## src/rtl/score_digit_encoder.sv

```systemverilog
// Sequential binary-to-BCD converter (shift-and-add-3) feeding per-digit 7-segment encoders.
// Digit codes are 0-9, or 5'h10 for blank; overflow saturates all presented digits to 9.
module score_digit_encoder #(
    parameter int BIN_WIDTH  = 16,
    parameter int NUM_DIGITS = 5
) (
    input  logic                    clock,
    input  logic                    reset,
    input  logic                    start,
    input  logic [BIN_WIDTH-1:0]    value,
    input  logic                    blank_zeros,
    output logic                    busy,
    output logic                    done,
    output logic                    overflow,
    output logic [NUM_DIGITS*5-1:0] digits
);

    // Decimal digits needed for the largest BIN_WIDTH-bit value.
    function automatic int bcd_digit_count(input int width);
        longint max_val;
        int     n;
        max_val = (longint'(1) << width) - 1;
        n = 0;
        do begin
            n++;
            max_val = max_val / 10;
        end while (max_val > 0);
        return n;
    endfunction

    localparam int BCD_DIGITS = bcd_digit_count(BIN_WIDTH);
    localparam int DD_W       = 4 * BCD_DIGITS + BIN_WIDTH;
    localparam int EXT_DIGITS = (BCD_DIGITS > NUM_DIGITS) ? BCD_DIGITS : NUM_DIGITS;
    localparam int EXT_W      = 4 * EXT_DIGITS;
    localparam int CNT_W      = (BIN_WIDTH > 1) ? $clog2(BIN_WIDTH) : 1;

    typedef enum logic [1:0] {IDLE, CONVERT, COMMIT} state_t;

    state_t                  state;
    logic [DD_W-1:0]         dd;
    logic [DD_W-1:0]         dd_adj;
    logic [CNT_W-1:0]        count;
    logic                    blank_r;
    logic [EXT_W-1:0]        bcd_ext;
    logic                    ovf_c;
    logic [NUM_DIGITS*5-1:0] digits_c;
    logic                    leading;
    logic [3:0]              nib;

    // The BCD accumulator sits above the binary shift register so one left shift moves both.
    always_comb begin
        // NOTE: every combinational output gets a default first so no latch is inferred.
        dd_adj = dd;
        for (int i = 0; i < BCD_DIGITS; i++) begin
            if (dd[BIN_WIDTH+4*i +: 4] >= 4'd5)
                dd_adj[BIN_WIDTH+4*i +: 4] = dd[BIN_WIDTH+4*i +: 4] + 4'd3;
        end
    end

    assign bcd_ext = EXT_W'(dd[DD_W-1:BIN_WIDTH]);

    always_comb begin
        ovf_c = 1'b0;
        for (int i = NUM_DIGITS; i < EXT_DIGITS; i++) begin
            if (bcd_ext[4*i +: 4] != 4'd0)
                ovf_c = 1'b1;
        end
        digits_c = '0;
        leading  = 1'b1;
        nib      = '0;
        // Walk from the most significant digit down; digit 0 always shows.
        for (int i = NUM_DIGITS - 1; i >= 0; i--) begin
            nib = bcd_ext[4*i +: 4];
            if (ovf_c)
                digits_c[5*i +: 5] = 5'd9;
            else if (blank_r && leading && nib == 4'd0 && i != 0)
                digits_c[5*i +: 5] = 5'h10;
            else
                digits_c[5*i +: 5] = {1'b0, nib};
            if (nib != 4'd0)
                leading = 1'b0;
        end
    end

    always_ff @(posedge clock) begin
        // NOTE: sequential state uses non-blocking assignments so all registers update together.
        if (reset) begin
            state    <= IDLE;
            busy     <= 1'b0;
            done     <= 1'b0;
            overflow <= 1'b0;
            digits   <= {NUM_DIGITS{5'h10}};
            dd       <= '0;
            count    <= '0;
            blank_r  <= 1'b0;
        end else begin
            done <= 1'b0;
            case (state)
                IDLE: begin
                    if (start) begin
                        dd      <= DD_W'(value);
                        blank_r <= blank_zeros;
                        count   <= '0;
                        busy    <= 1'b1;
                        state   <= CONVERT;
                    end
                end
                CONVERT: begin
                    dd    <= dd_adj << 1;
                    count <= count + 1'b1;
                    if (count == CNT_W'(BIN_WIDTH - 1))
                        state <= COMMIT;
                end
                COMMIT: begin
                    digits   <= digits_c;
                    overflow <= ovf_c;
                    done     <= 1'b1;
                    busy     <= 1'b0;
                    state    <= IDLE;
                end
                default: state <= IDLE;
            endcase
        end
    end

endmodule

```

## config.mk

```make
export PLATFORM = sky130hd
export DESIGN_NAME = score_digit_encoder
export DESIGN_NICKNAME = d
export VERILOG_FILES = /design/src/rtl/score_digit_encoder.sv
export SDC_FILE = /design/constraint.sdc
export NUM_CORES = 1
export LEC_CHECK = 0
export CELL_PAD_IN_SITES_DETAIL_PLACEMENT = 0
export CELL_PAD_IN_SITES_GLOBAL_PLACEMENT = 1
export CORE_MARGIN = 3
export CORE_UTILIZATION = 40
export DETAILED_ROUTE_END_ITERATION = 8
export GPL_TIMING_DRIVEN = 0
export MAX_ROUTING_LAYER = met4
export PLACE_DENSITY = 0.89
export REMOVE_ABC_BUFFERS = 1
export SETUP_SLACK_MARGIN = 0.3
export SLEW_MARGIN = 0
export SYNTH_ARGS = -nofsm -noshare
export SYNTH_HDL_FRONTEND = slang
export SYNTH_SLANG_ARGS = --single-unit
```

## constraint.sdc

```tcl
create_clock -name clock -period 2.94 [get_ports clock]
set_input_delay 0.588 -clock clock [delete_from_list [all_inputs] [get_ports clock]]
set_output_delay 0.588 -clock clock [all_outputs]
set_load 0.01 [all_outputs]
```

==> out/results.tsv, run 1 <==
stage	metric	value	unit
worst_setup_path	cp-start-kind	flip-flop	
global_route	grt-ovfl-total	0	
clock_tree	numCtsBuffers	9	
global_route	grt.busiest_layer	met2	
cells_and_area	stdcell_count	473	
clock_tree	postCtsSetupBuffers	0	
floorplanning	initial_core_util	42.7	%
synth	synth_top_area_share	46.8	%
placement	globalplace.congestion	0.774	
worst_setup_path	worstPathArrival	2.26	ns
clock_tree	cts_num_sinks	70	
synth	yosys.area.top_type	dfxtp_1	
cells_and_area	final_area	3710	sq um
floorplanning	num_io_pins	48	
cells_and_area	final_core_util	52.8	%
floorplanning	die_y	92.6	um
routing	wire_per_inst	12.9	um
routing	viasPerCell	5.05	
worst_setup_path	crit_path_max_fanout	20	
global_route	antenna_found_initial	0	
placement	dp_slack	0.507	ns
sta	max_clock_freq	0.502	GHz
cells_and_area	diodes	0	
synth	synth_common_cells	70 x dfxtp_1, 59 x nor2_1, 36 x nand2_1, 27 x a21oi_1	
synth	syn_area_per_cell	8.89	sq um
sta	max_slew.worst_pin.slew	0.904	ns
global_route	use_met3	4.63	%
global_route	grt_pass1_vias	2339	
global_route	grtUsageMet1	18.7	%
run_status	status	finished, final reports clean	
clock_tree	clk_latency	0.34	ns
routing	drtIter0Drc	113	
sta	hold_ws	0.453	ns
worst_setup_path	cp-endpoint	dd[24]	
flow_run	maxCapViolCount	0	
clock_tree	ctsLongestPathBuffers	2	
global_route	grt_max_degree	50	
sta	slew_viol_final	0	
worst_hold_path	whs_path_depth	2	
cells_and_area	drive_above_1_share	7.43	%
floorplanning	dieArea	8570	sq um
sta	rsz0062_at_grt	no	
routing	firstDrtPassIters	4	
synth	synthFlopType	dfxtp_1	
placement	hpwl	4.00	mm
global_route	grt.total_usage	15.8	%
cells_and_area	syn_to_final_growth	23.7	%
worst_setup_path	rr_startpoint	state[0]	
clock_tree	clk_pin_slew	0.07	ns
worst_setup_path	r2r_setup_slack	0.95	ns
routing	wl	6.08	mm
synth	synth-edff-count	0	
power_and_ir_drop	ir_drop	0.427	mV
clock_tree	root_buffer	clkbuf_8	
cells_and_area	layout.nets	408	
routing	vias	2390	
clock_tree	cts_max_level	3	
routing	drtAntennaViolNets	0	
synth	synth_most_common_cell	dfxtp_1	
worst_setup_path	path_class	flip-flop to flip-flop	
sta	fin_setup_tns	0	ns
synth	synth.distinct_cells	42	
placement	port_buffers	46	
sta	fin_crit_sh	67.8	%
floorplanning	rows	30	
sta	hold_viol_final	0	
worst_hold_path	worstHoldPathType	flip-flop to flip-flop	
cells_and_area	n_fill_cell	668	
sta	fin_skew	0.00827	ns
worst_setup_path	crit_path_start	state[0]	
synth	synth-seq-area-share	46.8	%
sta	setup_viol	0	
global_route	grt_pass1_wl	10.8	mm
power_and_ir_drop	leakagePower	1.39	nW
worst_hold_path	min-delay-start	digits[21]	
floorplanning	core	7020	sq um
synth	synthTopCellsByArea	dfxtp_1 47%, nor2_1 7.4%, ha_1 6.3%, a21oi_1 4.5%, nand2_1 4.5%	
sta	fin_crit	1.99	ns
worst_setup_path	rr_worst_depth	4	
worst_setup_path	reg2reg_to	dd[24]	
global_route	grtUsageMet2	25.6	%
clock_tree	cts_tree	yes	
power_and_ir_drop	power	2.06	mW
floorplanning	die_w	92.6	um
synth	syn-cell-area	3000	sq um
synth	synthCells	337	
power_and_ir_drop	powerDensity	557	nW/um^2
routing	route.detailed.drc	0	
synth	synth_seq_cells	70	
worst_setup_path	worst_ep_required_time	3.21	ns
sta	slew-limit-headroom	39.4	%
sta	fin_ws	0.947	ns
synth	yosysWarnings	0	
placement	placedCellCount	458	
placement	placed_area	3470	sq um
worst_setup_path	endpoint_kind	flip-flop	
synth	async_reset_ff_share	0	%
==> metal layers <==
layer  share of wire [%]  wire, um
met1                  46      2790
met2                  47      2870
met3                 5.9       361
met4                 1.0        61
met5                   0         0
==> worst min-delay path by stage <==
stage,end
finish,digits[21]
global route,digits[16]
floorplan,dd[16]
detailed placement,digits[4]
global placement,digits[14]
CTS,digits[21]
==> worst max-delay path, stage by stage, from the launching register on <==
cell and delay, ns:
dfxtp_1 0.42, nand2b_1 0.44, nor2_2 0.66, o311ai_0 0.25, o22ai_1 0.15
==> power by group <==
group	internal [mW]	leakage (nW)	switching (mW)
sequential	0.980	0.569	0.0185
combinational	0.0625	0.703	0.0842
clock	0.581	0.119	0.339
total	1.62	1.39	0.442
==> area by class of cell <==
| type | count | area (sq um) | area share (%) |
|---|---|---|---|
| Clock buffer | 11 | 141 | 3.81 |
| Clock inverter | 4 | 95.1 | 2.56 |
| Inverter | 10 | 37.5 | 1.01 |
| Multi-Input combinational cell | 236 | 1460 | 39.3 |
| Sequential cell | 70 | 1400 | 37.8 |
| Tap cell | 96 | 120 | 3.24 |
| Timing Repair Buffer | 46 | 455 | 12.3 |
==> cells in the final DEF, fill, tap and decap left out, types with 2 or more instances in the layout <==
master,synthesis,layout
a211o_1,2,2
a21o_1,3,3
a21oi_1,27,27
a22o_1,6,6
a32o_1,5,5
bufinv_16,0,3
clkbuf_8,0,10
clkdlybuf4s50_1,0,45
dfxtp_1,70,70
ha_1,15,15
inv_1,10,10
mux2_2,2,2
mux2i_1,8,8
nand2_1,36,36
nand2b_1,6,6
nand3_1,7,7
nor2_1,59,58
nor3_1,2,2
nor4_1,15,15
o211ai_1,2,2
o21ai_0,4,4
o22ai_1,7,7
o31ai_1,5,5
o32ai_1,2,2
or2_2,2,2
xnor2_1,5,5
xor2_1,2,2
==> sequential cells by signal, indices dropped and copies added, names as in the netlist <==
name,count
state,2
blank_r,1
digits,25
dd,36
count,4
busy,1
done,1
==> timing repair <==
item | 4_1_cts | 5_1_grt
hold buffers | 0 | 0
gates resized for setup | 0 | 1
setup endpoints to repair | 0 | 1
==> cell families after synthesis <==
group	share of synthesized area [%]
buffers and inverters	4.80
adders and majority gates	6.26
AOI/OAI and AO/OA	15.3
xor gates and xnor gates	2.05
DFF	46.8
and+or+nand+nor	21.3
other	0.125
muxes	3.42
No activity file was read; power rests on OpenSTA's default activity.
==> inputs of run 2 (changes only) <==
clock period = 2.1 ns   (was 2.94 ns; I/O delays follow)
==> run 2 against run 1 <==
- core utilization is 1.2 points higher
- design area is 2.3% higher
- wire length is 4.4% higher
- die area stayed put
- clock skew is 0.0024 ns lower
- sequential power is 40% higher
- clock-buffer cell count stayed put
- sequential cell count stayed put
- final cell count is 1.1% higher
- critical path type unchanged
- largest cell class unchanged
==> out/results.tsv, run 2 (synthesized netlist as in run 1, its figures left out) <==
stage	metric	value	unit
global_route	antenna_found_initial	0	
placement	hpwl	4.00	mm
clock_tree	clk_latency	0.34	ns
power_and_ir_drop	p_int	2.28	mW
flow_run	maxCapViolCount	0	
cells_and_area	drive_above_1_share	10.5	%
sta	fin_crit_sh	83.0	%
global_route	grtUsageMet2	25.7	%
clock_tree	cts_max_level	3	
cells_and_area	most-common-layout-cells	68 x dfxtp_1, 58 x nor2_1, 45 x clkdlybuf4s50_1, 36 x nand2_1, 27 x a21oi_1	
global_route	grt.total_usage	15.9	%
power_and_ir_drop	pwr-share-clk	44.4	%
sta	max_clock_freq	0.574	GHz
routing	wire_per_inst	13.3	um
placement	placedCellCount	458	
worst_setup_path	crit_path_max_fanout	5	
sta	fin_setup_tns	0	ns
worst_setup_path	worst_ep_required_time	2.29	ns
sta	max_slew.worst_pin.slew	0.912	ns
floorplanning	core	7020	sq um
cells_and_area	layout_commonest_cell	dfxtp_1	
cells_and_area	syn_to_final_growth	26.6	%
floorplanning	dieArea	8570	sq um
run_status	status	finished, final reports clean	
global_route	grtUsageMet1	18.8	%
routing	viasPerCell	5.08	
power_and_ir_drop	power_frac_comb	7.3	%
power_and_ir_drop	pwr-share-seq	48.3	%
routing	drtIter0Drc	123	
sta	slew_viol_final	0	
floorplanning	die_y	92.6	um
routing	drtAntennaViolNets	0	
cells_and_area	top_register	dd	
clock_tree	clk_pin_slew	0.07	ns
worst_setup_path	worstPathArrival	1.94	ns
placement	dp_slack	-0.220	ns
cells_and_area	stdcell_count	478	
global_route	grt-ovfl-total	0	
sta	fin_crit	1.74	ns
routing	wl	6.35	mm
placement	globalplace.congestion	0.774	
clock_tree	root_buffer	clkbuf_8	
worst_setup_path	path_class	flip-flop to flip-flop	
global_route	grt_pass1_vias	2347	
global_route	grt_pass1_wl	10.8	mm
placement	port_buffers	46	
clock_tree	numCtsBuffers	9	
cells_and_area	reg_top3	dd: 36 flops, digits: 25 flops, count: 4 flops	
clock_tree	cts_tree	yes	
power_and_ir_drop	powerDensity	764	nW/um^2
floorplanning	num_io_pins	48	
worst_setup_path	cp-start-kind	flip-flop	
power_and_ir_drop	p_switching	0.623	mW
global_route	use_met3	4.63	%
cells_and_area	largest_reg_flops	36	
cells_and_area	diodes	0	
sta	slew-limit-headroom	39.2	%
floorplanning	die_w	92.6	um
routing	vias	2430	
power_and_ir_drop	leakagePower	1.42	nW
sta	hold_viol_final	0	
floorplanning	initial_core_util	42.7	%
sta	fin_skew	0.00583	ns
floorplanning	rows	30	
global_route	grt.busiest_layer	met2	
power_and_ir_drop	p_sw_share	21.5	%
routing	firstDrtPassIters	4	
global_route	grt_max_degree	50	
sta	rsz0062_at_grt	yes	
clock_tree	cts_num_sinks	70	
clock_tree	ctsLongestPathBuffers	2	
power_and_ir_drop	ir_drop	0.614	mV
sta	setup_viol	0	
routing	route.detailed.drc	0	
worst_setup_path	endpoint_kind	flip-flop	
cells_and_area	layout.nets	413	
worst_hold_path	worstHoldPathType	flip-flop to flip-flop	
worst_setup_path	crit_path_max_incr_delay	0.56	ns
worst_setup_path	slowest_stage	or4b_4	
sta	fin_ws	0.358	ns
worst_setup_path	r2r_setup_slack	0.36	ns
worst_setup_path	path_cells	inv_4 -> ha_4 -> nand4bb_4 -> or4b_4 -> nor3_4 -> nor3_1	
run 2: cell count changes in the layout (fill, tap and decap cells not counted), sizes merged:
cell	change
nor2b	+1
buf	+4
run 2: layout make-up:
type	instances	area [sq um]
tap	96	120
multi-input combinational	237	1510
timing repair buffer	50	485
fill	657	3230
clock buffer	11	141
clock inverter	4	95.1
sequential	70	1400
inverter	10	40.0
run 2: power groups by stage:
stage | Combinational, mW | Clock [mW] | Sequential [mW]
finish | 0.212 | 1.29 | 1.40
global route | 0.238 | 1.39 | 1.41
CTS | 0.213 | 1.32 | 1.40
detailed placement | 0.208 | 0 | 1.43
global placement | 0.205 | 0 | 1.43
floorplan | 0.121 | 0 | 1.42
run 2: repair_timing:
item / in CTS / in global routing
setup buffers: 0 / 4
setup endpoints to repair: 22 / 13
pin swaps: 1 / 2
cloned: 0 / 1
gates resized for setup: 9 / 6
hold buffers: 0 / 0
run 2: through the flow:
stage / power, mW / utilization [%] / hold WS (ns) / instance area [sq um]
floorplan: 1.54 / - / 0.426 / 2890
global placement: 1.63 / 49.4 / 0.434 / 3470
detailed placement: 1.63 / 49.4 / 0.443 / 3470
CTS: 2.93 / 53.1 / 0.456 / 3730
global route: 3.03 / 54.0 / 0.468 / 3790
finish: 2.90 / 54.0 / 0.454 / 3790
run 2: path summary, 6_finish.rpt:
kind | from | endpoint | cells after the start
setup / recovery | dd[32] | digits[6] | 6
hold / removal | digits[16] | digits[16] | 2
setup reg to reg | dd[32] | digits[6] | 6
hold reg to reg | digits[16] | digits[16] | 2
run 2: critical path: cells and delay by family (launching register included):
kind	cells	cell delay [ns]
buf+inv	1	0.08
flops	1	0.35
simple gates	4	1.02
fa+ha+maj	1	0.14
run 2: layer usage:
layer	up-vias	share of wire, %
met2	54	47
met5	-	0
met1	1115	46
li1	1246	-
met3	15	5.2
met4	0	1.8
==> inputs of run 3 (changes only) <==
clock period = 1.74 ns   (was 2.1 ns; I/O delays follow)
==> run 3 against run 2 <==
- critical path depth did not move
- design area is 7.1% higher
- final cell count rose by 5.6%
- wire length rose by 9.0%
- first-iteration DRC count is 13% higher
- die area stayed put
- critical endpoint unchanged
==> out/results.tsv, run 3 (synthesized netlist as in run 1, its figures left out) <==
stage	metric	value	unit
global_route	grt-ovfl-total	0	
worst_setup_path	path_cells	inv_2 -> ha_4 -> nand4bb_4 -> or4b_4 -> nor3_4 -> nor3_1	
global_route	grt.total_usage	16.9	%
routing	wire_per_inst	13.7	um
cells_and_area	n_fill_cell	622	
floorplanning	initial_core_util	42.7	%
cells_and_area	layout_commonest_cell	dfxtp_1	
sta	slew-limit-headroom	63.7	%
worst_setup_path	endpoint_kind	flip-flop	
power_and_ir_drop	leakagePower	1.66	nW
worst_setup_path	crit_path_max_incr_delay	0.56	ns
sta	max_slew.worst_pin.slew	0.545	ns
worst_setup_path	cp-start-kind	flip-flop	
sta	hold_ws	0.450	ns
floorplanning	num_io_pins	48	
routing	viasPerCell	5.04	
sta	setup_viol	0	
floorplanning	die_w	92.6	um
worst_hold_path	worstHoldPathType	flip-flop to flip-flop	
sta	fin_crit	1.62	ns
clock_tree	cts_num_sinks	70	
cells_and_area	syn_to_final_growth	35.6	%
sta	max_clock_freq	0.617	GHz
power_and_ir_drop	powerDensity	879	nW/um^2
cells_and_area	layout.nets	440	
power_and_ir_drop	ir_drop	0.754	mV
worst_setup_path	worst_ep_required_time	1.95	ns
flow_run	maxCapViolCount	0	
routing	drtIter0Drc	139	
worst_setup_path	path_class	flip-flop to flip-flop	
clock_tree	cts_tree	yes	
clock_tree	cts_max_level	3	
worst_setup_path	slowest_stage	or4b_4	
cells_and_area	top_register	dd	
floorplanning	core	7020	sq um
global_route	grt_pass1_vias	2450	
sta	rsz0062_at_grt	yes	
cells_and_area	multi_input_area	1600	sq um
floorplanning	dieArea	8570	sq um
worst_setup_path	crit_family	simple AND/OR/NAND/NOR gates	
clock_tree	ctsLongestPathBuffers	2	
routing	route.detailed.drc	0	
clock_tree	root_buffer	clkbuf_8	
worst_setup_path	crit_path_max_fanout	5	
cells_and_area	diodes	0	
cells_and_area	reg_top3	dd: 36 flops, digits: 25 flops, count: 4 flops	
power_and_ir_drop	power	3.57	mW
clock_tree	numCtsBuffers	9	
cells_and_area	seqCellArea	1420	sq um
clock_tree	clk_pin_slew	0.07	ns
floorplanning	rows	30	
cells_and_area	most-common-layout-cells	59 x dfxtp_1, 56 x nor2_1, 35 x nand2_1, 31 x buf_4, 27 x dlygate4sd2_1	
global_route	antenna_found_initial	0	
routing	firstDrtPassIters	4	
global_route	grt_pass1_wl	11.4	mm
routing	vias	2546	
worst_setup_path	worst-path-buf-inv	1	
placement	hpwl	4.00	mm
floorplanning	die_y	92.6	um
clock_tree	clk_latency	0.34	ns
worst_setup_path	worstPathArrival	1.83	ns
run_status	status	finished, final reports clean	
sta	hold_viol_final	0	
sta	fin_crit_sh	93.1	%
global_route	grt_max_degree	50	
routing	drtAntennaViolNets	0	
placement	port_buffers	46	
sta	fin_skew	0.00757	ns
routing	wl	6.92	mm
cells_and_area	largest_reg_flops	36	
sta	slew_viol_final	0	
placement	globalplace.congestion	0.774	
cells_and_area	drive_above_1_share	24.4	%
## run 3: path summary, 6_finish.rpt
kind | end | cells past startpoint | slack [ns] | startpoint
worst max-delay path | digits[6] | 6 | 0.12 | dd[33]
worst min-delay path | digits[4] | 1 | 0.45 | digits[4]
worst max register to register | digits[6] | 6 | 0.12 | dd[33]
worst min register to register | digits[4] | 1 | 0.45 | digits[4]
## run 3: report_power, final
group          leakage, nW  internal (mW)  switching (mW)
registers            0.575           1.66          0.0375
clock network        0.119          0.982           0.581
logic                0.962          0.150           0.163
## run 3: cell type report
type,instances,share of cell area [%]
Tap cell,96,2.96
Sequential cell,70,34.9
Clock inverter,4,2.34
Multi-Input combinational cell,238,39.4
Timing Repair Buffer,76,16.0
Inverter,10,0.924
Clock buffer,11,3.48
## run 3: stage by stage
step / cell area, sq um / cells / setup slack (ns) / utilization, % / setup TNS [ns]
global placement: 3470 / 458 / -1.75 / 49.4 / -60.57
floorplan: 2890 / 316 / -0.139 / - / -0.776
global route: 4060 / 505 / 0.0578 / 57.9 / 0
finish: 4060 / 505 / 0.119 / 57.9 / 0
CTS: 3840 / 484 / 0.140 / 54.7 / 0
detailed placement: 3470 / 458 / -0.580 / 49.4 / -8.15
## run 3: repair_timing
action,CTS,global route
gates cloned,2,0
setup endpoints to repair,91,34
resized for setup,52,29
pin swaps,9,7
hold buffers,0,0
buffers inserted,9,21
## run 3: worst register-to-register path: cells and delay by family (launching register included)
family	cells	cell delay [ns]
DFF	1	0.33
and+or+nand+nor	4	0.95
adders and majority gates	1	0.14
buffers and inverters	1	0.08
## run 3: metal layers
layer  global-route usage (%)  vias to the layer above  part of all wire (%)  routed length [um]
li1                         -                     1300                     -                   -
met1                     19.8                     1173                    44                3050
met2                     27.8                       64                    49                3410
met3                     4.71                        9                   5.3                 369
met4                     5.82                        0                   1.2                  83
met5                        -                        -                     0                   0
